[config.mk]
export PLATFORM = sky130hd
export DESIGN_NAME = tr_port_arbiter_flat
export DESIGN_NICKNAME = d
export VERILOG_FILES = /design/src/rtl/tr_arb_pkg.sv /design/src/rtl/tr_port_arbiter_if.sv /design/src/rtl/tr_port_arbiter_rr_pick.sv /design/src/rtl/tr_port_arbiter.sv /design/src/flat_wrapper.sv
export SDC_FILE = /design/constraint.sdc
export NUM_CORES = 1
export LEC_CHECK = 0
export ABC_AREA = 1
export CAP_MARGIN = 20
export CORE_ASPECT_RATIO = 0.5
export CORE_UTILIZATION = 40
export CTS_CLUSTER_SIZE = 25
export DETAILED_ROUTE_END_ITERATION = 12
export PLACE_DENSITY = 0.8
export REMOVE_ABC_BUFFERS = 1
export SETUP_SLACK_MARGIN = 0.5
export SLEW_MARGIN = 10
export SYNTH_ARGS = -nofsm -noshare
export SYNTH_HDL_FRONTEND = slang
export SYNTH_SLANG_ARGS = --single-unit
[constraint.sdc]
create_clock -name CLK -period 2.2 [get_ports CLK]
set_input_delay 0.33 -clock CLK [delete_from_list [all_inputs] [get_ports CLK]]
set_output_delay 0.33 -clock CLK [all_outputs]
set_load 0.02 [all_outputs]
[src/rtl/tr_arb_pkg.sv]
// Shared types and widths for the transmit-port arbiter and its round-robin picker.
package tr_arb_pkg;

  localparam int unsigned ADDR_W  = 16;
  localparam int unsigned DATA_W  = 32;
  localparam int unsigned OWNER_W = 3;
  localparam int unsigned TMO_W   = 16;

  typedef enum logic [2:0] {
    IDLE,
    GRANT,
    WAIT,
    FIRE,
    GAP
  } arb_state_e;

  typedef struct packed {
    logic [ADDR_W-1:0] addr;
    logic [DATA_W-1:0] data;
  } tr_word_t;

endpackage

[src/rtl/tr_port_arbiter_if.sv]
// Requester-side and transmit-side signals of the shared TR_IN word port.
interface tr_port_arbiter_if #(
  parameter int unsigned NUM_REQ = 4
);
  import tr_arb_pkg::*;

  logic [NUM_REQ-1:0]        REQ;
  logic [NUM_REQ-1:0]        LOCK;
  logic [ADDR_W*NUM_REQ-1:0] ADDR;
  logic [DATA_W*NUM_REQ-1:0] DATA;
  logic [NUM_REQ-1:0]        ACK;
  logic                      TR_IN;
  logic [ADDR_W-1:0]         ADDR_IN;
  logic [DATA_W-1:0]         DATA_IN;
  logic                      TR_IN_BUSY;
  logic [OWNER_W-1:0]        OWNER;
  logic                      ACTIVE;
  logic                      ERR_TIMEOUT;
  logic                      ERR_CLR;

  modport master (
    output REQ, LOCK, ADDR, DATA, TR_IN_BUSY, ERR_CLR,
    input  ACK, TR_IN, ADDR_IN, DATA_IN, OWNER, ACTIVE, ERR_TIMEOUT
  );

  modport slave (
    input  REQ, LOCK, ADDR, DATA, TR_IN_BUSY, ERR_CLR,
    output ACK, TR_IN, ADDR_IN, DATA_IN, OWNER, ACTIVE, ERR_TIMEOUT
  );

endinterface

[src/rtl/tr_port_arbiter_rr_pick.sv]
// Round-robin picker: first set request at or above ptr, wrapping at NUM_REQ.
module rr_pick #(
  parameter  int unsigned NUM_REQ = 4,
  localparam int unsigned IDX_W   = $clog2(NUM_REQ)
) (
  input  logic [NUM_REQ-1:0] req,
  input  logic [IDX_W-1:0]   ptr,
  output logic               valid_c,
  output logic [IDX_W-1:0]   idx_c
);

  localparam int unsigned SUM_W = IDX_W + 1;

  logic [SUM_W-1:0] cand;

  always_comb begin
    valid_c = 1'b0;
    idx_c   = '0;
    cand    = '0;
    for (int k = 0; k < NUM_REQ; k++) begin
      cand = {1'b0, ptr} + SUM_W'(k);
      if (cand >= SUM_W'(NUM_REQ)) begin
        cand = cand - SUM_W'(NUM_REQ);
      end
      if (!valid_c && req[cand[IDX_W-1:0]]) begin
        valid_c = 1'b1;
        idx_c   = cand[IDX_W-1:0];
      end
    end
  end

endmodule

[src/rtl/tr_port_arbiter.sv]
// Shares the TR_IN/ADDR_IN/DATA_IN word port between NUM_REQ sources with
// round-robin arbitration, optional frame lock, BUSY pacing and a drop watchdog.
module tr_port_arbiter
  import tr_arb_pkg::*;
#(
  parameter int unsigned NUM_REQ        = 4,
  parameter int unsigned GAP_CYCLES     = 2,
  parameter int unsigned MAX_BURST      = 32,
  parameter int unsigned TIMEOUT_CYCLES = 1024
) (
  input logic              CLK,
  input logic              RESET,
  tr_port_arbiter_if.slave bus
);

  localparam int unsigned IDX_W   = $clog2(NUM_REQ);
  localparam int unsigned BURST_W = $clog2(MAX_BURST + 1);
  localparam int unsigned GAP_W   = $clog2(GAP_CYCLES + 1);
  localparam logic [NUM_REQ-1:0] ONE_HOT0 = NUM_REQ'(1);

  arb_state_e         state_q, state_d;
  logic [IDX_W-1:0]   owner_q, owner_d;
  logic [IDX_W-1:0]   rr_ptr_q, rr_ptr_d;
  logic [BURST_W-1:0] burst_q, burst_d;
  logic               lock_vld_q, lock_vld_d;
  logic [TMO_W-1:0]   tmo_q, tmo_d;
  logic [GAP_W-1:0]   gap_q, gap_d;
  logic               dropped_q, dropped_d;
  tr_word_t           word_q, word_d;
  logic [NUM_REQ-1:0] ack_q, ack_d;
  logic               tr_in_q, tr_in_d;
  logic               active_q, active_d;
  logic               err_q, err_d;

  logic [NUM_REQ-1:0] req_mask_c;
  logic               pick_valid_c;
  logic [IDX_W-1:0]   pick_idx_c;

  // A held lock hides every request except the lock owner's.
  assign req_mask_c = lock_vld_q ? (bus.REQ & (ONE_HOT0 << owner_q)) : bus.REQ;

  rr_pick #(.NUM_REQ(NUM_REQ)) u_pick (
    .req     (req_mask_c),
    .ptr     (rr_ptr_q),
    .valid_c (pick_valid_c),
    .idx_c   (pick_idx_c)
  );

  always_ff @(posedge CLK) begin
    if (RESET) begin
      state_q    <= IDLE;
      owner_q    <= '0;
      rr_ptr_q   <= '0;
      burst_q    <= '0;
      lock_vld_q <= 1'b0;
      tmo_q      <= '0;
      gap_q      <= '0;
      dropped_q  <= 1'b0;
      word_q     <= '0;
      ack_q      <= '0;
      tr_in_q    <= 1'b0;
      active_q   <= 1'b0;
      err_q      <= 1'b0;
    end else begin
      state_q    <= state_d;
      owner_q    <= owner_d;
      rr_ptr_q   <= rr_ptr_d;
      burst_q    <= burst_d;
      lock_vld_q <= lock_vld_d;
      tmo_q      <= tmo_d;
      gap_q      <= gap_d;
      dropped_q  <= dropped_d;
      word_q     <= word_d;
      ack_q      <= ack_d;
      tr_in_q    <= tr_in_d;
      active_q   <= active_d;
      err_q      <= err_d;
    end
  end

  always_comb begin
    state_d    = state_q;
    owner_d    = owner_q;
    rr_ptr_d   = rr_ptr_q;
    burst_d    = burst_q;
    lock_vld_d = lock_vld_q;
    tmo_d      = tmo_q;
    gap_d      = gap_q;
    dropped_d  = dropped_q;
    word_d     = word_q;
    err_d      = err_q & ~bus.ERR_CLR;

    unique case (state_q)
      IDLE: begin
        if (pick_valid_c) begin
          owner_d     = pick_idx_c;
          word_d.addr = bus.ADDR[ADDR_W*pick_idx_c +: ADDR_W];
          word_d.data = bus.DATA[DATA_W*pick_idx_c +: DATA_W];
          state_d     = GRANT;
        end
      end
      GRANT: begin
        rr_ptr_d  = (owner_q == IDX_W'(NUM_REQ - 1)) ? '0 : owner_q + IDX_W'(1);
        burst_d   = burst_q + BURST_W'(1);
        tmo_d     = '0;
        dropped_d = 1'b0;
        state_d   = bus.TR_IN_BUSY ? WAIT : FIRE;
      end
      WAIT: begin
        if (!bus.TR_IN_BUSY) begin
          state_d = FIRE;
        end else begin
          tmo_d = (tmo_q == '1) ? tmo_q : tmo_q + TMO_W'(1);
          // Watchdog: drop the word, flag it and release any frame lock.
          if ((TIMEOUT_CYCLES != 0) && (tmo_d >= TMO_W'(TIMEOUT_CYCLES))) begin
            err_d      = 1'b1;
            lock_vld_d = 1'b0;
            dropped_d  = 1'b1;
            gap_d      = '0;
            state_d    = GAP;
          end
        end
      end
      FIRE: begin
        gap_d   = '0;
        state_d = GAP;
      end
      GAP: begin
        if (gap_q == GAP_W'(GAP_CYCLES - 1)) begin
          state_d = IDLE;
          if (bus.LOCK[owner_q] && !dropped_q && (burst_q < BURST_W'(MAX_BURST))) begin
            lock_vld_d = 1'b1;
          end else begin
            lock_vld_d = 1'b0;
            burst_d    = '0;
          end
        end else begin
          gap_d = gap_q + GAP_W'(1);
        end
      end
      default: state_d = IDLE;
    endcase

    ack_d    = (state_d == GRANT) ? (ONE_HOT0 << owner_d) : '0;
    tr_in_d  = (state_d == FIRE);
    active_d = (state_d != IDLE);
  end

  assign bus.ACK         = ack_q;
  assign bus.TR_IN       = tr_in_q;
  assign bus.ADDR_IN     = word_q.addr;
  assign bus.DATA_IN     = word_q.data;
  assign bus.OWNER       = OWNER_W'(owner_q);
  assign bus.ACTIVE      = active_q;
  assign bus.ERR_TIMEOUT = err_q;

endmodule

[src/flat_wrapper.sv]
// flat-port wrapper written by rule: the top's interface ports become plain ports
module tr_port_arbiter_flat import tr_arb_pkg::*;
#(
  parameter int unsigned NUM_REQ        = 4,
  parameter int unsigned GAP_CYCLES     = 2,
  parameter int unsigned MAX_BURST      = 32,
  parameter int unsigned TIMEOUT_CYCLES = 1024
)
  (CLK, RESET, bus_REQ, bus_LOCK, bus_ADDR, bus_DATA, bus_TR_IN_BUSY, bus_ERR_CLR, bus_ACK, bus_TR_IN, bus_ADDR_IN, bus_DATA_IN, bus_OWNER, bus_ACTIVE, bus_ERR_TIMEOUT);
  tr_port_arbiter_if #(.NUM_REQ(NUM_REQ)) bus_i ();
  input logic CLK;
  input logic RESET;
  input wire logic [$bits(bus_i.REQ)-1:0] bus_REQ;
  input wire logic [$bits(bus_i.LOCK)-1:0] bus_LOCK;
  input wire logic [$bits(bus_i.ADDR)-1:0] bus_ADDR;
  input wire logic [$bits(bus_i.DATA)-1:0] bus_DATA;
  input wire logic [$bits(bus_i.TR_IN_BUSY)-1:0] bus_TR_IN_BUSY;
  input wire logic [$bits(bus_i.ERR_CLR)-1:0] bus_ERR_CLR;
  output wire logic [$bits(bus_i.ACK)-1:0] bus_ACK;
  output wire logic [$bits(bus_i.TR_IN)-1:0] bus_TR_IN;
  output wire logic [$bits(bus_i.ADDR_IN)-1:0] bus_ADDR_IN;
  output wire logic [$bits(bus_i.DATA_IN)-1:0] bus_DATA_IN;
  output wire logic [$bits(bus_i.OWNER)-1:0] bus_OWNER;
  output wire logic [$bits(bus_i.ACTIVE)-1:0] bus_ACTIVE;
  output wire logic [$bits(bus_i.ERR_TIMEOUT)-1:0] bus_ERR_TIMEOUT;
  assign bus_i.REQ = bus_REQ;
  assign bus_i.LOCK = bus_LOCK;
  assign bus_i.ADDR = bus_ADDR;
  assign bus_i.DATA = bus_DATA;
  assign bus_i.TR_IN_BUSY = bus_TR_IN_BUSY;
  assign bus_i.ERR_CLR = bus_ERR_CLR;
  assign bus_ACK = bus_i.ACK;
  assign bus_TR_IN = bus_i.TR_IN;
  assign bus_ADDR_IN = bus_i.ADDR_IN;
  assign bus_DATA_IN = bus_i.DATA_IN;
  assign bus_OWNER = bus_i.OWNER;
  assign bus_ACTIVE = bus_i.ACTIVE;
  assign bus_ERR_TIMEOUT = bus_i.ERR_TIMEOUT;
  tr_port_arbiter #(.NUM_REQ(NUM_REQ), .GAP_CYCLES(GAP_CYCLES), .MAX_BURST(MAX_BURST), .TIMEOUT_CYCLES(TIMEOUT_CYCLES)) u_core (.CLK(CLK), .RESET(RESET), .bus(bus_i));
endmodule
# ---- After elaboration in Yosys (flattened, before gate mapping)
# Cells that the tools add are included.
dict set report word_totals {
  output_inout_bits 58
  elab_cells 133
  in_bits 204
  ff_bits 88
}
dict set report classes {
  addsub 11
  eq_ne 14
  n_reduce_logical 22
  n_mux 53
  bitwise 4
  magnitude_cmp 11
  shift 4
}
# operator n
set op_table {}
lappend op_table {{indexed part select 128 x 8 -> 32 bit} 1}
lappend op_table {{indexed part select 64 x 7 -> 16 bit} 1}
lappend op_table {{2-to-1 mux 16 bit} 2}
lappend op_table {{case mux 16 bit (2 select lines)} 1}
lappend op_table {{2-to-1 mux 2 bit} 14}
lappend op_table {{2-to-1 mux 1 bit} 19}
lappend op_table {{adder 16 x 1 -> 16 bit (second input constant)} 1}
lappend op_table {{== test 16 bit (second input constant)} 1}
lappend op_table {{greater-or-equal comparator 16 x 11 -> 1 bit (second input constant)} 1}
lappend op_table {{less-than comparator 2 x 3 -> 1 bit (second input constant)} 5}
lappend op_table {{case mux 3 bit (5 select lines)} 1}
lappend op_table {{2-to-1 mux 3 bit} 4}
lappend op_table {{2-to-1 mux 6 bit} 2}
lappend op_table {{case mux 6 bit (2 select lines)} 1}
lappend op_table {{binary-select mux 1 bit (select 2 bit)} 5}
lappend op_table {{== test 3 x 2 -> 1 bit (second input constant)} 3}
lappend op_table {{greater-or-equal comparator 3 bit (second input constant)} 3}
lappend op_table {{AND reduction 4 bit} 2}
lappend op_table {{left shift 1 x 2 -> 4 bit (first input constant)} 2}
lappend op_table {{subtractor 2 x 1 -> 2 bit (second input constant)} 4}
lappend op_table {{adder 2 x 2 -> 3 bit (second input constant)} 2}
lappend op_table {{adder 6 x 1 -> 6 bit (second input constant)} 1}
lappend op_table {{== test 3 x 1 -> 1 bit (second input constant)} 2}
lappend op_table {{less-than comparator 6 bit (second input constant)} 1}
lappend op_table {{22 further kinds} 40}

# ---- Logic depth before layout (Yosys ltp)
dict set report depth {
  ltp_word 20
  depth_mapped 19
  mapped_depth_nobuf 17
}

# ---- Hierarchy
# A second synthesis with hierarchy kept.
dict set report hier_totals {
  hier_cells 915
  hier_area_um2 5647.9
}
# module n_inst area_per_inst_um2 seq_area_each_um2 cells_each
set by_module_without_submodules {}
lappend by_module_without_submodules {tr_port_arbiter 1 5328.9 1761.7 856}
lappend by_module_without_submodules {rr_pick 1 319.1 0.0 59}

# ---- Worst setup path before layout
# No wires, ideal clock.
dict set report synth_path {
  path_kind {register to register}
  from {register u_core.owner_q[0]}
  to {register u_core.word_q, in the netlist u_core.bus.DATA_IN[20]}
  path_buffers 2
  stages_incl_launch_ff 19
  required_time_ps 2091
  arrival_ps 2119
  slack_ps -28
  period_less_slack_ps 2228
  setup_ps 109
  cell_sequence {dfxtp_1 -> inv_1 -> ha_1 -> inv_1 -> nand2_1 -> nand3_1 -> nand3_1 -> nand2_2 -> nor2_1 -> nor2_1 -> nand2_2 -> nand2_2 -> buf_6 -> buf_2 -> nand2_1 -> nand3_1 -> nand3_1 -> nand2_1 -> inv_1}
}
dict set report synth_via {
  elab_chain_cells 16
  word_cells_on_any_way 27
  classes_between {2 x shift; 17 x mux; 1 x bitwise; 7 x reduce/logical}
}
# element line
set synth_rtl {}
lappend synth_rtl {{start: declaration} tr_port_arbiter.sv:22} ;# logic [IDX_W-1:0] owner_q, owner_d;
lappend synth_rtl {{start signal: assignment} tr_port_arbiter.sv:66} ;# owner_q <= owner_d;
lappend synth_rtl {{left shift 1 x 2 -> 4 bit *} tr_port_arbiter.sv:40} ;# assign req_mask_c = lock_vld_q ? (bus.REQ & (ONE_HOT0 << owner_q)) : bus.REQ;
lappend synth_rtl {{AND 4 bit *} tr_port_arbiter.sv:40}
lappend synth_rtl {{2-to-1 mux 4 bit *} tr_port_arbiter.sv:40}
lappend synth_rtl {{binary-select mux 1 bit (select 2 bit)} tr_port_arbiter_rr_pick.sv:25} ;# if (!valid_c && req[cand[IDX_W-1:0]]) begin
lappend synth_rtl {{2-to-1 mux 1 bit (not written as such)} tr_port_arbiter_rr_pick.sv:25}
lappend synth_rtl {{2-to-1 mux 1 bit} tr_port_arbiter_rr_pick.sv:25}
lappend synth_rtl {{logical NOT 1 bit} tr_port_arbiter_rr_pick.sv:25}
lappend synth_rtl {{logical AND 1 bit} tr_port_arbiter_rr_pick.sv:25}
lappend synth_rtl {{2-to-1 mux 1 bit} tr_port_arbiter_rr_pick.sv:25}
lappend synth_rtl {{logical NOT 1 bit} tr_port_arbiter_rr_pick.sv:25}
lappend synth_rtl {{logical AND 1 bit} tr_port_arbiter_rr_pick.sv:25}
lappend synth_rtl {{2-to-1 mux 1 bit} tr_port_arbiter_rr_pick.sv:25}
lappend synth_rtl {{logical NOT 1 bit} tr_port_arbiter_rr_pick.sv:25}
lappend synth_rtl {{logical AND 1 bit} tr_port_arbiter_rr_pick.sv:25}
lappend synth_rtl {{2-to-1 mux 2 bit or 2-to-1 mux 1 bit (tied branches)} tr_port_arbiter_rr_pick.sv:25}
lappend synth_rtl {{indexed part select 128 x 8 -> 32 bit or AND reduction 2 bit (tied branches)} n/a}
lappend synth_rtl {{end signal: assignment} tr_port_arbiter.sv:73} ;# word_q <= word_d;
lappend synth_rtl {{end: declaration} tr_port_arbiter.sv:29} ;# tr_word_t word_q, word_d;
# Mark *: on every way between the ends. The rest lies on a longest branch, timed or not. The select of a mux whose other input is x is not followed.
# A chain may end at the register's enable or synchronous reset.

# ---- Worst setup path in the final report
# Ends and elaborated chain as after synthesis.

==> results.sh <==
export IMPL_ant_nets=0
export IMPL_detailed_place_hpwl_um=15600
export IMPL_end_kind="flip-flop"
export IMPL_layout_common_cells="clkdlybuf4s50_1 (255), inv_1 (244), nand2_1 (185), nand3_1 (157), nor2_1 (133)"
export IMPL_whs_path_depth=2
export IMPL_grt_ovfl_total=0
export IMPL_crit_fanout=22
export IMPL_topRoutingLayerUsed="met4"
export IMPL_syn_area_per_cell_um2=5.55
export IMPL_violations="negative setup slack"
export IMPL_timing_critical_path_mode_cell="nand3_1"
export IMPL_slowest_stage="dfxtp_4"
export IMPL_worst_setup_path_start_kind="flip-flop"
export IMPL_critical_path_depth=17
export IMPL_power_density_mw_per_mm2=1950
export IMPL_die_w_um=182
export IMPL_cts_made_buffers=9
export IMPL_setup_ws_ns=-0.212
export IMPL_max_vdd_ir_drop_mv=1.22
export IMPL_routabilityCongestion=0.913
export IMPL_drv_cap=0
export IMPL_cts_root_buf="clkbuf_16"
export IMPL_met1_length_um=10200
export IMPL_grt_pass1_vias=8163
export IMPL_grt_setup_unrepaired="true"
export IMPL_syn_cell_area_mm2=0.00646
export IMPL_rows=32
export IMPL_r2r_start="u_core.owner_q[0]$_SDFF_PP0_"
export IMPL_slew_limit_headroom_pct=65.1
export IMPL_ys_ff_latch=88
export IMPL_htreeDepth=3
export IMPL_synth_ff_type="dfxtp_1"
export IMPL_arrival_ns=2.65
export IMPL_antenna_found_initial=0
export IMPL_cts_tree="yes"
export IMPL_start_util_pct=41.5
export IMPL_ys_types=33
export IMPL_wire_per_inst_um=16.2
export IMPL_min_to="u_core.gap_q[1]$_SDFFE_PP0P_"
export IMPL_final_layout_size_suffix_gt1_share_pct=25.2
export IMPL_seq_area_frac_synth_pct=27.3
export IMPL_port_buffers=260
export IMPL_cts_buffer_depth=2
export IMPL_leakage_nw=6.11
export IMPL_dp_cells=1619
export IMPL_drv_slew=0
export IMPL_hold_violations=0
export IMPL_post_route_period_util_pct=110
export IMPL_core_mm2=0.0156
export IMPL_track_usage_pct=29.3
export IMPL_drt_wl_total_um=27700
export IMPL_vias=9005
export IMPL_worstSetupPathType="flip-flop to flip-flop"
export IMPL_cts_hold_buf=0
export IMPL_path_cells="buf_6 -> ha_4 -> inv_2 -> nand2_4 -> nand3_4 -> nand2_2 -> nand2_1 -> nand2_1 -> nand3_1 -> nand3_4 -> buf_4 -> clkbuf_16 -> nand3_1 -> nand3_1 -> nand3_1 -> nand2_1 -> inv_1"
export IMPL_ios=262
export IMPL_diodes=0
export IMPL_area_growth_pct=88.6
export IMPL_viasPerCell=5.28
export IMPL_netlist_instances=1163
export IMPL_drt_iter0_drc=566
export IMPL_skew_ns=0.0108
export IMPL_layout_nets=1708
export IMPL_final_cell_count_no_fill=1706
export IMPL_synth_edf_count=0
export IMPL_die_y_um=91.9
export IMPL_cts_sink_count=88
export IMPL_min_from="u_core.gap_q[1]$_SDFFE_PP0P_"
export IMPL_worstRegToRegCells=17
export IMPL_ff2ff_setup_slack_ns=-0.21
export IMPL_yosysWarnings=0
export IMPL_status="finished with violations"
export IMPL_cp_buffers_inverters=5
export IMPL_worstSkewPairLatency_ns=0.34
export IMPL_fin_area_mm2=0.0122
export IMPL_grt_pass1_wl_um=39200
export IMPL_required_ns=2.44
export IMPL_route_met2_wl_um=14300
export IMPL_r2r_end="u_core.bus.DATA_IN[20]$_SDFFE_PP0P_"
export IMPL_ys_async_sr_fraction_pct=0
export IMPL_drcViolationCount=0
export IMPL_layout_commonest_cell="clkdlybuf4s50_1"
export IMPL_grt_max_degree=69
export IMPL_drtPass1Iterations=5
export IMPL_met3_length_um=1870
export IMPL_placed_cell_area_mm2=0.00954
export IMPL_clk_pin_slew_worst_paths_ns=0.07
export IMPL_holdCritPathClass="flip-flop to flip-flop"
export IMPL_dieArea_mm2=0.0167
export IMPL_fmax_ghz=0.415
export IMPL_cp_top_family="simple AND/OR/NAND/NOR gates"
export IMPL_setup_viol=51
export IMPL_max_slew_worst_pin_slew_ns=0.523
export IMPL_layout_min_cycle_time_ns=2.41
export IMPL_worst_path_largest_cell_delay_ns=0.40
[registers in the layout, indices dropped and copies added, names as in the netlist, 2 cells and up]
name                cells
u_core.state_q          3
u_core.gap_q            2
u_core.bus.ACK          4
u_core.burst_q          6
u_core.owner_q          2
u_core.bus.DATA_IN     32
u_core.rr_ptr_q         2
u_core.tmo_q           16
u_core.bus.ADDR_IN     16
[worst register-to-register path: stages, from the launching register on]
cell and delay (ns):
dfxtp_4 0.40, buf_6 0.12, ha_4 0.13, inv_2 0.04
nand2_4 0.08, nand3_4 0.10, nand2_2 0.10, nand2_1 0.08
nand2_1 0.09, nand3_1 0.15, nand3_4 0.17, buf_4 0.19
clkbuf_16 0.22, nand3_1 0.13, nand3_1 0.12, nand3_1 0.09
nand2_1 0.07, inv_1 0.03
[power breakdown]
group | switching, mW | internal (mW) | total, mW | leakage [nW]
Clock | 0.704 | 0.892 | 1.60 | 0.146
Combinational | 10.4 | 9.30 | 19.7 | 5.23
Sequential | 0.326 | 2.13 | 2.46 | 0.728
[metal layers]
layer	up-vias	global-route usage, %
met3	124	4.81
met2	444	52.9
met4	0	13.8
met1	4203	34.0
met5	-	0
li1	4234	-
[final cells by class]
type	instances	area, µm²
tap	204	255
timing repair buffer	382	4240
clock inverter	7	77.6
fill	963	3390
sequential	88	1780
clock buffer	9	225
inverter	263	1010
multi-input combinational	753	4590
[cells by family after synthesis]
logic type	Yosys count	share of synthesized area (%)
AO/OA/AOI/OAI	54	4.82
XOR/XNOR	2	0.271
adder cells (fa/ha/maj)	7	1.36
buffers and inverters	323	19.9
flip-flops	88	27.3
other	1	0.0581
AND/OR/NAND/NOR	688	46.3
[synthesized netlist by cell type (2+ instances only)]
master,n,area share [%]
inv_1,259,15
nand2_1,252,15
nand3_1,251,19
nor2_1,150,8.7
dfxtp_1,88,27
buf_2,31,2.4
clkbuf_1,20,1.2
a21oi_1,19,1.5
o21ai_0,18,1.4
nand4_1,10,0.97
buf_4,8,0.93
nor3_1,8,0.62
nor3b_1,8,0.93
ha_1,7,1.4
nand2_2,5,0.48
a211oi_1,4,0.46
inv_2,4,0.23
o22ai_1,3,0.29
o21a_1,2,0.23
o21bai_1,2,0.23
xor2_1,2,0.27
[how the worst max path moves through the flow]
stage | start | to | slack (ns)
2_1_floorplan | u_core.owner_q[0]$_SDFF_PP0_ | u_core.bus.ACK[0]$_SDFF_PP0_ | -1.88
6_report | u_core.owner_q[0]$_SDFF_PP0_ | u_core.bus.DATA_IN[20]$_SDFFE_PP0P_ | -0.21
5_1_grt | u_core.owner_q[0]$_SDFF_PP0_ | u_core.bus.DATA_IN[20]$_SDFFE_PP0P_ | -0.33
4_1_cts | u_core.owner_q[0]$_SDFF_PP0_ | u_core.bus.DATA_IN[18]$_SDFFE_PP0P_ | -0.07
3_3_place_gp | bus_REQ[3] | u_core.bus.ADDR_IN[0]$_SDFFE_PP0P_ | -0.19
3_5_place_dp | bus_REQ[1] | u_core.bus.ADDR_IN[0]$_SDFFE_PP0P_ | -0.22
[through the flow]
| stage | setup TNS, ns | hold slack (ns) | total power, mW | setup WS [ns] | utilization (%) |
|---|---|---|---|---|---|
| CTS | -1.27 | 0.477 | 20.7 | -0.0669 | 72.2 |
| finish | -6.51 | 0.473 | 23.8 | -0.212 | 78.2 |
| global placement | -7.60 | 0.460 | 13.4 | -0.186 | 61.2 |
| global route | -12.34 | 0.495 | 25.2 | -0.328 | 78.2 |
| detailed placement | -9.05 | 0.463 | 13.7 | -0.222 | 61.2 |
| floorplan | -104.74 | 0.399 | 8.48 | -1.88 | - |
[repair_timing]
item	CTS	global route
gates cloned	12	6
resized for setup	191	164
pin swaps	62	66
setup buffers	41	12
endpoints found under the setup margin	78	81
(Power assumes the default switching activity.)
